[config.mk]
export PLATFORM = sky130hd
export DESIGN_NAME = mem_arbiter
export DESIGN_NICKNAME = d
export VERILOG_FILES = /design/src/rtl/mem_arbiter.sv
export SDC_FILE = /design/constraint.sdc
export NUM_CORES = 1
export LEC_CHECK = 0
export ABC_AREA = 1
export ABC_CLOCK_PERIOD_IN_PS = 5160
export BUFFER_PORTS_ARGS = -buffer_cell sky130_fd_sc_hd__buf_2
export CORE_AREA = 5 5 114 116
export DETAILED_ROUTE_END_ITERATION = 8
export DIE_AREA = 0 0 119 121
export PLACE_DENSITY = 0.93
export SYNTH_ARGS = -nofsm -noshare
export SYNTH_HDL_FRONTEND = slang
export SYNTH_SLANG_ARGS = --single-unit
[constraint.sdc]
create_clock -name clk -period 5.16 [get_ports clk]
set_input_delay 0.258 -clock clk [delete_from_list [all_inputs] [get_ports clk]]
set_output_delay 0.258 -clock clk [all_outputs]
set_load 0.01 [all_outputs]
[src/rtl/mem_arbiter.sv]
// mem_arbiter: round-robin arbiter sharing one main_memory port
// between the I-cache refill path and the D-cache refill/write-back path.
module mem_arbiter #(
  parameter int CNT_W = 16
) (
  input  logic             clk,
  input  logic             reset,
  input  logic             ic_req,
  input  logic [31:0]      ic_addr,
  output logic [31:0]      ic_rdata,
  output logic             ic_ack,
  input  logic             dc_req,
  input  logic             dc_we,
  input  logic [31:0]      dc_addr,
  input  logic [31:0]      dc_wdata,
  output logic [31:0]      dc_rdata,
  output logic             dc_ack,
  output logic [31:0]      mem_addr,
  output logic [31:0]      mem_wdata,
  output logic             mem_read,
  output logic             mem_write,
  input  logic [31:0]      mem_rdata,
  input  logic             mem_ready,
  output logic             busy,
  output logic [CNT_W-1:0] ic_grants,
  output logic [CNT_W-1:0] dc_grants
);

  typedef enum logic [1:0] {
    IDLE,
    ISSUE,
    WAIT
  } state_t;

  localparam logic [CNT_W-1:0] ONE = CNT_W'(1);

  state_t state;
  logic   last_dc;
  logic   own_dc;
  logic   pick_dc;
  logic   dc_wr;
  logic   done;

  // A tie goes to the port that did not win last time.
  assign pick_dc = dc_req & (~ic_req | ~last_dc);
  assign dc_wr   = pick_dc & dc_we;
  assign done    = (state == WAIT) & mem_ready;

  assign ic_ack   = done & ~own_dc;
  assign dc_ack   = done & own_dc;
  assign ic_rdata = mem_rdata;
  assign dc_rdata = mem_rdata;

  always_ff @(posedge clk or posedge reset) begin
    if (reset) begin
      state     <= IDLE;
      last_dc   <= 1'b0;
      own_dc    <= 1'b0;
      mem_addr  <= '0;
      mem_wdata <= '0;
      mem_read  <= 1'b0;
      mem_write <= 1'b0;
      busy      <= 1'b0;
      ic_grants <= '0;
      dc_grants <= '0;
    end else begin
      unique case (state)
        IDLE: begin
          if (ic_req | dc_req) begin
            state     <= ISSUE;
            busy      <= 1'b1;
            own_dc    <= pick_dc;
            last_dc   <= pick_dc;
            mem_read  <= ~dc_wr;
            mem_write <= dc_wr;
            if (pick_dc) begin
              mem_addr <= dc_addr & ~32'h3;
              if (~&dc_grants)
                dc_grants <= dc_grants + ONE;
            end else begin
              mem_addr <= ic_addr & ~32'h3;
              if (~&ic_grants)
                ic_grants <= ic_grants + ONE;
            end
            if (dc_wr)
              mem_wdata <= dc_wdata;
          end
        end
        ISSUE: begin
          mem_read  <= 1'b0;
          mem_write <= 1'b0;
          state     <= WAIT;
        end
        WAIT: begin
          if (mem_ready) begin
            state <= IDLE;
            busy  <= 1'b0;
          end
        end
        default: begin
          state <= IDLE;
          busy  <= 1'b0;
        end
      endcase
    end
  end

endmodule

==> flow_summary.toml, run 1 <==
[power]
internal_power_mw = 1.837
switching_share = 0.4002
pwr-share-clk = 0.216
powerDensity_nw_per_um2 = 492.6
total_power_mw = 3.063
power_switching_mw = 1.226
ir_worst_vdd_mv = 0.2674
leakage_nw = 3.363
combPwrFrac = 0.373
p_seq_frac = 0.411

[worst_setup_path]
critPathMaxFanout = 33
critPathMaxStageDelay_ns = 1.13
cp_num_buf_inv = 1
rrSetupSlack_ns = 2.07
cp-end-kind = "flop"
crit_chain = "nand2_1, nand2_2, inv_1, nor2_1, nand2_1, nand2_1, nand2_1"
crit_slowest_cell = "nor2_1"
arrival_ns = 3.33
start_kind = "flop"
critPathTopFamily = "simple AND/OR/NAND/NOR gates"
path_class = "reg -> reg"
crit_path_frequent_cell = "nand2_1"
required_ns = 5.39

[global_route]
grt_overflow = 0
grt_pass1_vias = 4550
grt_max_degree = 52
antenna_found_initial = 0
grt_pass1_wl_mm = 21.54
gr-usage-all-layers = 0.1836

[route]
avgViaCountPerCell = 4.884
drc = 0
routedWlPerCell_um = 13.88
ant_nets = 0
first_pass_iters = 4
routed_wirelength_mm = 13.40
vias = 4713
drtIter0Drc = 316

[timing]
finalSetupViolCount = 0
skew_ns = 0.01186
tightest_slew_ns = 1.282
hold_ws_ns = 0.1025
finalHoldViolations = 0
fin_setup_tns_ns = 0
post-route-period-util = 0.5996
slew_violations = 0
post-route-worst-setup-slack_ns = 2.066
slew_headroom = 0.1423
grt_setup_unrepaired = "false"
fin_crit_ns = 3.094
max_freq_mhz = 323.2

[placement]
dp_cells = 948
portBuffers = 196
pre_cts_slack_ns = 2.074
place.gp.congestion = 0.8354
hpwl_mm = 9.815

[synthesis]
synth_top_cell_by_area = "dfrtp_1"
netlist_area_sq_um = 5380
yosysTopAreaCellShare = 0.4651
ys_seq_area_frac = 0.4651
synth_warnings = 0
synth_seq_cells = 100
synth_area_leaders = "dfrtp_1, nand2_1, buf_4"
syn_inst = 694
yosys.cell_types.count = 30
avgSynthCellArea_sq_um = 7.752

[run_status]
run_status = "completed"

[min_path]
hp-class = "in -> reg"

[layout]
seqCellArea_sq_um = 2502
multi_input_area_sq_um = 2121
final_net_count = 949
fillers = 1132
fin_cells = 965
diodes = 0
layout_commonest_cell = "nand2_1"
drive_gt1_frac = 0.2873
mostFrequentLayoutCells = "nand2_1, buf_2, dfrtp_1, nor2_1, o21ai_0"
syn2layout_area_growth_pct = 15.56

[floorplanning]
rows = 40
dieHeight_um = 121
initial_utilization = 0.4555
die_x_um = 119
core-area_sq_um = 11810
die-area_sq_um = 14400
io_pins = 299

[cts]
cts_buffer_depth = 2
cts_root_buffer = "clkbuf_16"
clock_latency_ns = 0.34
clkSlewWorstSetupHoldPaths_ns = 0.08
clock_sinks = 100
h-tree-depth = 3
cts_tree = "yes"
post_cts.repair.setup_buffers = 0
cts_made_buffers = 9

[job]
maxCapViolations = 0
-- power by group through the flow --
stage | Sequential [mW] | Clock, mW | Combinational (mW)
2_1_floorplan | 1.39 | 0 | 0.630
3_3_place_gp | 1.25 | 0 | 1.12
3_5_place_dp | 1.26 | 0 | 1.17
4_1_cts | 1.26 | 0.679 | 1.17
5_1_grt | 1.30 | 0.707 | 1.29
6_report | 1.26 | 0.661 | 1.14
-- routing by layer --
metal	vias up	GRT usage	part of all wire	wire length, um
li1	2345	-	-	-
met1	2174	0.2204	0.40	5353
met2	171	0.3084	0.51	6820
met3	23	0.05268	0.071	954
met4	0	0.07820	0.020	270
met5	-	0	0	0
-- cell families after synthesis --
logic type,Yosys count,share of synthesized area
xor+xnor,11,0.01791
fa+ha+maj,2,0.004650
buf+inv,122,0.1414
flops,100,0.4651
compound gates,67,0.06279
simple gates,391,0.3074
other cells,1,0.0006970
-- sequential cells by signal (all words and copies together) (netlist names) --
name / flops
mem_wdata: 32
mem_addr: 30
dc_grants: 16
ic_grants: 16
state: 2
busy: 1
last_dc: 1
mem_read: 1
mem_write: 1
-- what timing repair did --
item,in CTS,in global routing
endpoints found under the setup margin,0,0
hold endpoints to repair,1,0
hold buffers,1,0
gates resized for setup,0,0
-- worst paths after layout --
kind                                    start             to  cells after the start
worst max-delay path                  last_dc   ic_grants[8]                      7
max in group asynchronous               reset  dc_grants[15]                      4
worst max register to register        last_dc   ic_grants[8]                      7
min in group asynchronous               reset   mem_wdata[9]                      3
worst min-delay path             dc_wdata[27]  mem_wdata[27]                      3
worst min register to register  mem_wdata[11]  mem_wdata[11]                      2
-- final cells by class --
| type | count | share of cell area |
|---|---|---|
| inverter | 31 | 0.01952 |
| sequential | 100 | 0.4025 |
| clock inverter | 7 | 0.01046 |
| timing repair buffer | 198 | 0.1606 |
| tap | 147 | 0.02958 |
| clock buffer | 9 | 0.03622 |
| multi-input combinational | 473 | 0.3411 |
-- stage by stage --
stage	utilization	instance area (sq um)
2_1_floorplan	-	5384
3_3_place_gp	0.5010	5917
3_5_place_dp	0.5010	5917
4_1_cts	0.5264	6217
5_1_grt	0.5264	6217
6_report	0.5264	6217
-- worst reg2reg max path, cell delays in order (launching register included) --
cell and delay, ns:
dfrtp_1 0.38, nand2_1 0.07, nand2_2 0.54, inv_1 0.60
nor2_1 1.13, nand2_1 0.11, nand2_1 0.11, nand2_1 0.05
-- cell usage after synthesis (all sizes together) --
master and n:
nand2 272, dfrtp 100, buf 81, nor2 69
o21ai 64, nand3 33, inv 31, clkbuf 10
nand4 10, xnor2 6, nand3b 5, xor2 5
a21oi 2, ha 2, and2 1, conb 1
nor3 1, o21bai 1
Power figures use the tool's default switching activity.
==> inputs of run 2 (changes only) <==
- ABC_CLOCK_PERIOD_IN_PS: 5160 -> 2850
- CORE_AREA: 5 5 114 116 -> not set
- CORE_MARGIN: not set -> 5
- CORE_UTILIZATION: not set -> 45
- DIE_AREA: 0 0 119 121 -> not set
- PLACE_DENSITY: 0.93 -> 0.92
- clock period: 5.16 -> 2.85 ns (I/O delays scaled with it)
==> flow_summary.toml, run 2 (same netlist as run 1, synthesis figures left out) <==
[layout]
diodes = 0
fin_area_sq_um = 6529
largest_reg_flops = 32
drive_gt1_frac = 0.2834
reg_top3 = "mem_wdata x32, mem_addr x30"
final_net_count = 978
fin_cells = 994
top_register = "mem_wdata"
mostFrequentLayoutCells = "nand2_1, buf_2, dfrtp_1, nor2_1, o21ai_0"
fin_util = 0.5504
syn2layout_area_growth_pct = 21.35
layout_commonest_cell = "nand2_1"

[global_route]
grt_max_degree = 71
antenna_found_initial = 0
gr-usage-all-layers = 0.1958
grt_overflow = 0
grt_pass1_wl_mm = 22.84
grt_pass1_vias = 4910

[timing]
fin_setup_tns_ns = 0
skew_ns = 0.01018
post-route-worst-setup-slack_ns = 0.4195
slew_violations = 0
post-route-period-util = 0.8528
fin_crit_ns = 2.430
grt_setup_unrepaired = "false"
finalSetupViolCount = 0
finalHoldViolations = 0
tightest_slew_ns = 1.261
hold_ws_ns = 0.007034
slew_headroom = 0.1560
max_freq_mhz = 411.4

[route]
drt-met1-wl_mm = 5.627
first_pass_iters = 7
drc = 0
dr_wl_met2_mm = 6.993
vias = 4928
top_layer = "met4"
routed_wirelength_mm = 14.05
avgViaCountPerCell = 4.958
ant_nets = 0
routedWlPerCell_um = 14.13
drtIter0Drc = 414
wl_met3_mm = 1.051

[cts]
post_cts.repair.setup_buffers = 0
hold_buffers = 25
clkSlewWorstSetupHoldPaths_ns = 0.07
cts_root_buffer = "clkbuf_16"
clock_latency_ns = 0.34
clock_sinks = 100
h-tree-depth = 3
cts_buffer_depth = 2
cts_resized = 0
cts_tree = "yes"
cts_made_buffers = 9

[placement]
place.gp.congestion = 0.8825
dp_cells = 953
placed_cell_area_sq_um = 5967
pre_cts_slack_ns = 0.4312
portBuffers = 196
hpwl_mm = 10.07

[floorplanning]
die-area_sq_um = 14240
dieHeight_um = 119.3
core-area_sq_um = 11860
initial_utilization = 0.4536
io_pins = 299
die_x_um = 119.3
rows = 40

[worst_setup_path]
start_kind = "flop"
crit_start = "ic_grants[0]"
crit_path_frequent_cell = "nand2_1"
path_class = "reg -> reg"
required_ns = 3.08
crit_slowest_cell = "nor2_1"
r2r_start = "ic_grants[0]"
cp_num_buf_inv = 1
critPathMaxStageDelay_ns = 0.94
critPathTopFamily = "simple AND/OR/NAND/NOR gates"
cp-end-kind = "flop"
critPathMaxFanout = 20
crit_chain = "ha_1, inv_2, nor2_4, nand2_1, nor2_1, nor2_1, nand2_1, nand2_1, nand2_1"
arrival_ns = 2.66

[power]
total_power_mw = 5.676
powerDensity_nw_per_um2 = 869.4
leakage_nw = 3.500
ir_worst_vdd_mv = 0.6585

[min_path]
worstHoldStart = "dc_wdata[29]"
hp-class = "in -> reg"

[run_status]
run_status = "completed"

[job]
maxCapViolations = 0
## run 2: metal layers
metal  vias to the layer above  GRT usage
li1                       2406          -
met5                         -          0
met3                        28    0.05508
met1                      2295     0.2388
met4                         0    0.09306
met2                       199     0.3200
## run 2: report_power, final
| group | internal [mW] | switching (mW) |
|---|---|---|
| logic | 0.811 | 1.32 |
| clock network | 0.713 | 0.547 |
| registers | 1.95 | 0.338 |
## run 2: final timing paths
kind | to | slack, ns | cells past startpoint
min in group asynchronous | mem_wdata[30] | 0.34 | 3
min | mem_wdata[29] | 0.007 | 3
min reg2reg | mem_wdata[12] | 0.48 | 2
max in group asynchronous | last_dc | 1.79 | 4
max | ic_grants[13] | 0.42 | 9
max reg2reg | ic_grants[13] | 0.42 | 9
## run 2: area by class of cell
type / count / area [sq um]
flip-flops and latches: 100 / 2502
multi-input cells: 473 / 2121
inverters: 31 / 121.4
repair buffers: 227 / 1289
clock buffers: 10 / 239.0
fillers: 1100 / 5333
well taps: 147 / 183.9
clock inverters: 6 / 72.57
## run 2: worst register-to-register path, cell delays in order, from the launching register on
cell,delay [ns]
dfrtp_1,0.45
ha_1,0.33
inv_2,0.10
nor2_4,0.05
nand2_1,0.11
nor2_1,0.06
nor2_1,0.94
nand2_1,0.12
nand2_1,0.11
nand2_1,0.05
==> inputs of run 3 (changes only) <==
- CORE_ASPECT_RATIO: not set -> 1.25
==> flow_summary.toml, run 3 (same netlist as run 1, synthesis figures left out) <==
[run_status]
run_status = "completed"

[route]
avgViaCountPerCell = 4.869
drc = 0
routed_wirelength_mm = 13.66
wl_met3_um = 886
drt-met1-wl_mm = 5.247
first_pass_iters = 5
routedWlPerCell_um = 13.56
ant_nets = 0
drtIter0Drc = 238
vias = 4903
top_layer = "met4"
dr_wl_met2_mm = 6.941

[worst_setup_path]
path_class = "reg -> reg"
rrSetupSlack_ns = 1.03
r2r_cells = 9
cp-end-kind = "flop"
critPathMaxFanout = 20
arrival_ns = 2.05
required_ns = 3.07
start_kind = "flop"

[power]
p_seq_frac = 0.404
pwr-share-clk = 0.221
powerDensity_nw_per_um2 = 867.4
internal_power_mw = 3.466
leakage_nw = 3.493
total_power_mw = 5.653
power_switching_mw = 2.188
ir_worst_vdd_mv = 0.4215
combPwrFrac = 0.375
switching_share = 0.3870

[global_route]
grt_pass1_vias = 4646
gr-usage-all-layers = 0.1905
grt_max_degree = 85
grt_pass1_wl_mm = 22.18
grt_overflow = 0
antenna_found_initial = 0

[timing]
slew_headroom = 0.3222
finalSetupViolCount = 0
grt_setup_unrepaired = "false"
skew_ns = 0.006594
finalHoldViolations = 0
tightest_slew_ns = 1.017
fin_crit_ns = 1.825
fin_setup_tns_ns = 0
post-route-period-util = 0.6402
post-route-worst-setup-slack_ns = 1.025
slew_violations = 0
max_freq_mhz = 548.1

[cts]
clock_latency_ns = 0.33
cts_made_buffers = 9
clkSlewWorstSetupHoldPaths_ns = 0.07
clock_sinks = 100
h-tree-depth = 3
cts_root_buffer = "clkbuf_16"
cts_tree = "yes"
post_cts.repair.setup_buffers = 0
cts_buffer_depth = 2

[floorplanning]
rows = 44
die-area_sq_um = 14260
io_pins = 299
dieHeight_um = 132.3
initial_utilization = 0.4610
die_x_um = 107.8
core-area_sq_um = 11670

[placement]
placed_cell_area_sq_um = 5979
hpwl_mm = 9.765
place.gp.congestion = 0.8551
portBuffers = 196
pre_cts_slack_ns = 1.052
dp_cells = 968

[layout]
reg_top3 = "mem_wdata x32, mem_addr x30"
final_net_count = 977
seqCellArea_sq_um = 2502
fillers = 1089
drive_gt1_frac = 0.2849
diodes = 0
syn2layout_area_growth_pct = 21.14
largest_reg_flops = 32
multi_input_area_sq_um = 2121
fin_area_sq_um = 6518
top_register = "mem_wdata"
layout_commonest_cell = "nand2_1"
fin_cells = 1007
mostFrequentLayoutCells = "nand2_1, buf_2, dfrtp_1, nor2_1, o21ai_0"

[job]
maxCapViolations = 0

[min_path]
hold_depth = 3
hp-class = "in -> reg"
-- run 3: cell types whose count changed in the layout (fill, tap and decap cells not counted) --
cell           before  now
clkinv_4            3    0
clkinv_2            0    1
buf_4               5    7
inv_6               1    3
buf_12              1    0
dlygate4sd3_1      25   23
-- run 3: area by class of cell --
type                            count  share of cell area
Sequential cell                   100              0.3840
Multi-Input combinational cell    473              0.3254
Timing Repair Buffer              226              0.1939
Clock buffer                       10             0.03667
Tap cell                          161             0.03091
Inverter                           31             0.01862
Clock inverter                      6             0.01056
-- run 3: path summary, 6_finish.rpt --
check / from / end
max reg2reg: ic_grants[0] / ic_grants[12]
min in group asynchronous: reset / mem_wdata[0]
max: ic_grants[0] / ic_grants[12]
min reg2reg: mem_wdata[11] / mem_wdata[11]
max in group asynchronous: reset / mem_addr[29]
min: dc_wdata[29] / mem_wdata[29]
-- run 3: repair_timing --
action,CTS,global route
hold endpoints to repair,23,0
resized for setup,0,0
hold buffers,23,0
-- run 3: power by group through the flow --
| stage | logic, mW | clock network, mW | registers (mW) |
|---|---|---|---|
| after floorplan | 1.14 | 0 | 2.51 |
| after global placement | 2.05 | 0 | 2.27 |
| after detailed placement | 2.13 | 0 | 2.29 |
| after CTS | 2.15 | 1.29 | 2.28 |
| after global routing | 2.36 | 1.34 | 2.35 |
| final | 2.12 | 1.25 | 2.29 |
-- run 3: per-layer routing --
metal | vias up | global-route usage
li1 | 2400 | -
met3 | 53 | 0.03969
met5 | - | 0
met4 | 0 | 0.09965
met1 | 2266 | 0.2222
met2 | 184 | 0.3250
-- run 3: per-stage QoR --
stage | hold slack (ns) | util
2_1_floorplan | 0.2521 | -
3_3_place_gp | 0.2851 | 0.5123
3_5_place_dp | 0.2851 | 0.5123
4_1_cts | 0.0002370 | 0.5584
5_1_grt | 0.01465 | 0.5584
6_report | 0.007989 | 0.5584
-- run 3: worst max-delay path, stage by stage (launching register included) --
cell and delay, ns:
dfrtp_1 0.47, ha_1 0.34, inv_2 0.07, nor2_4 0.16, nand2_1 0.11, nor2_1 0.14
nor2_1 0.05, buf_4 0.19, nand3_1 0.10, nand2_1 0.06
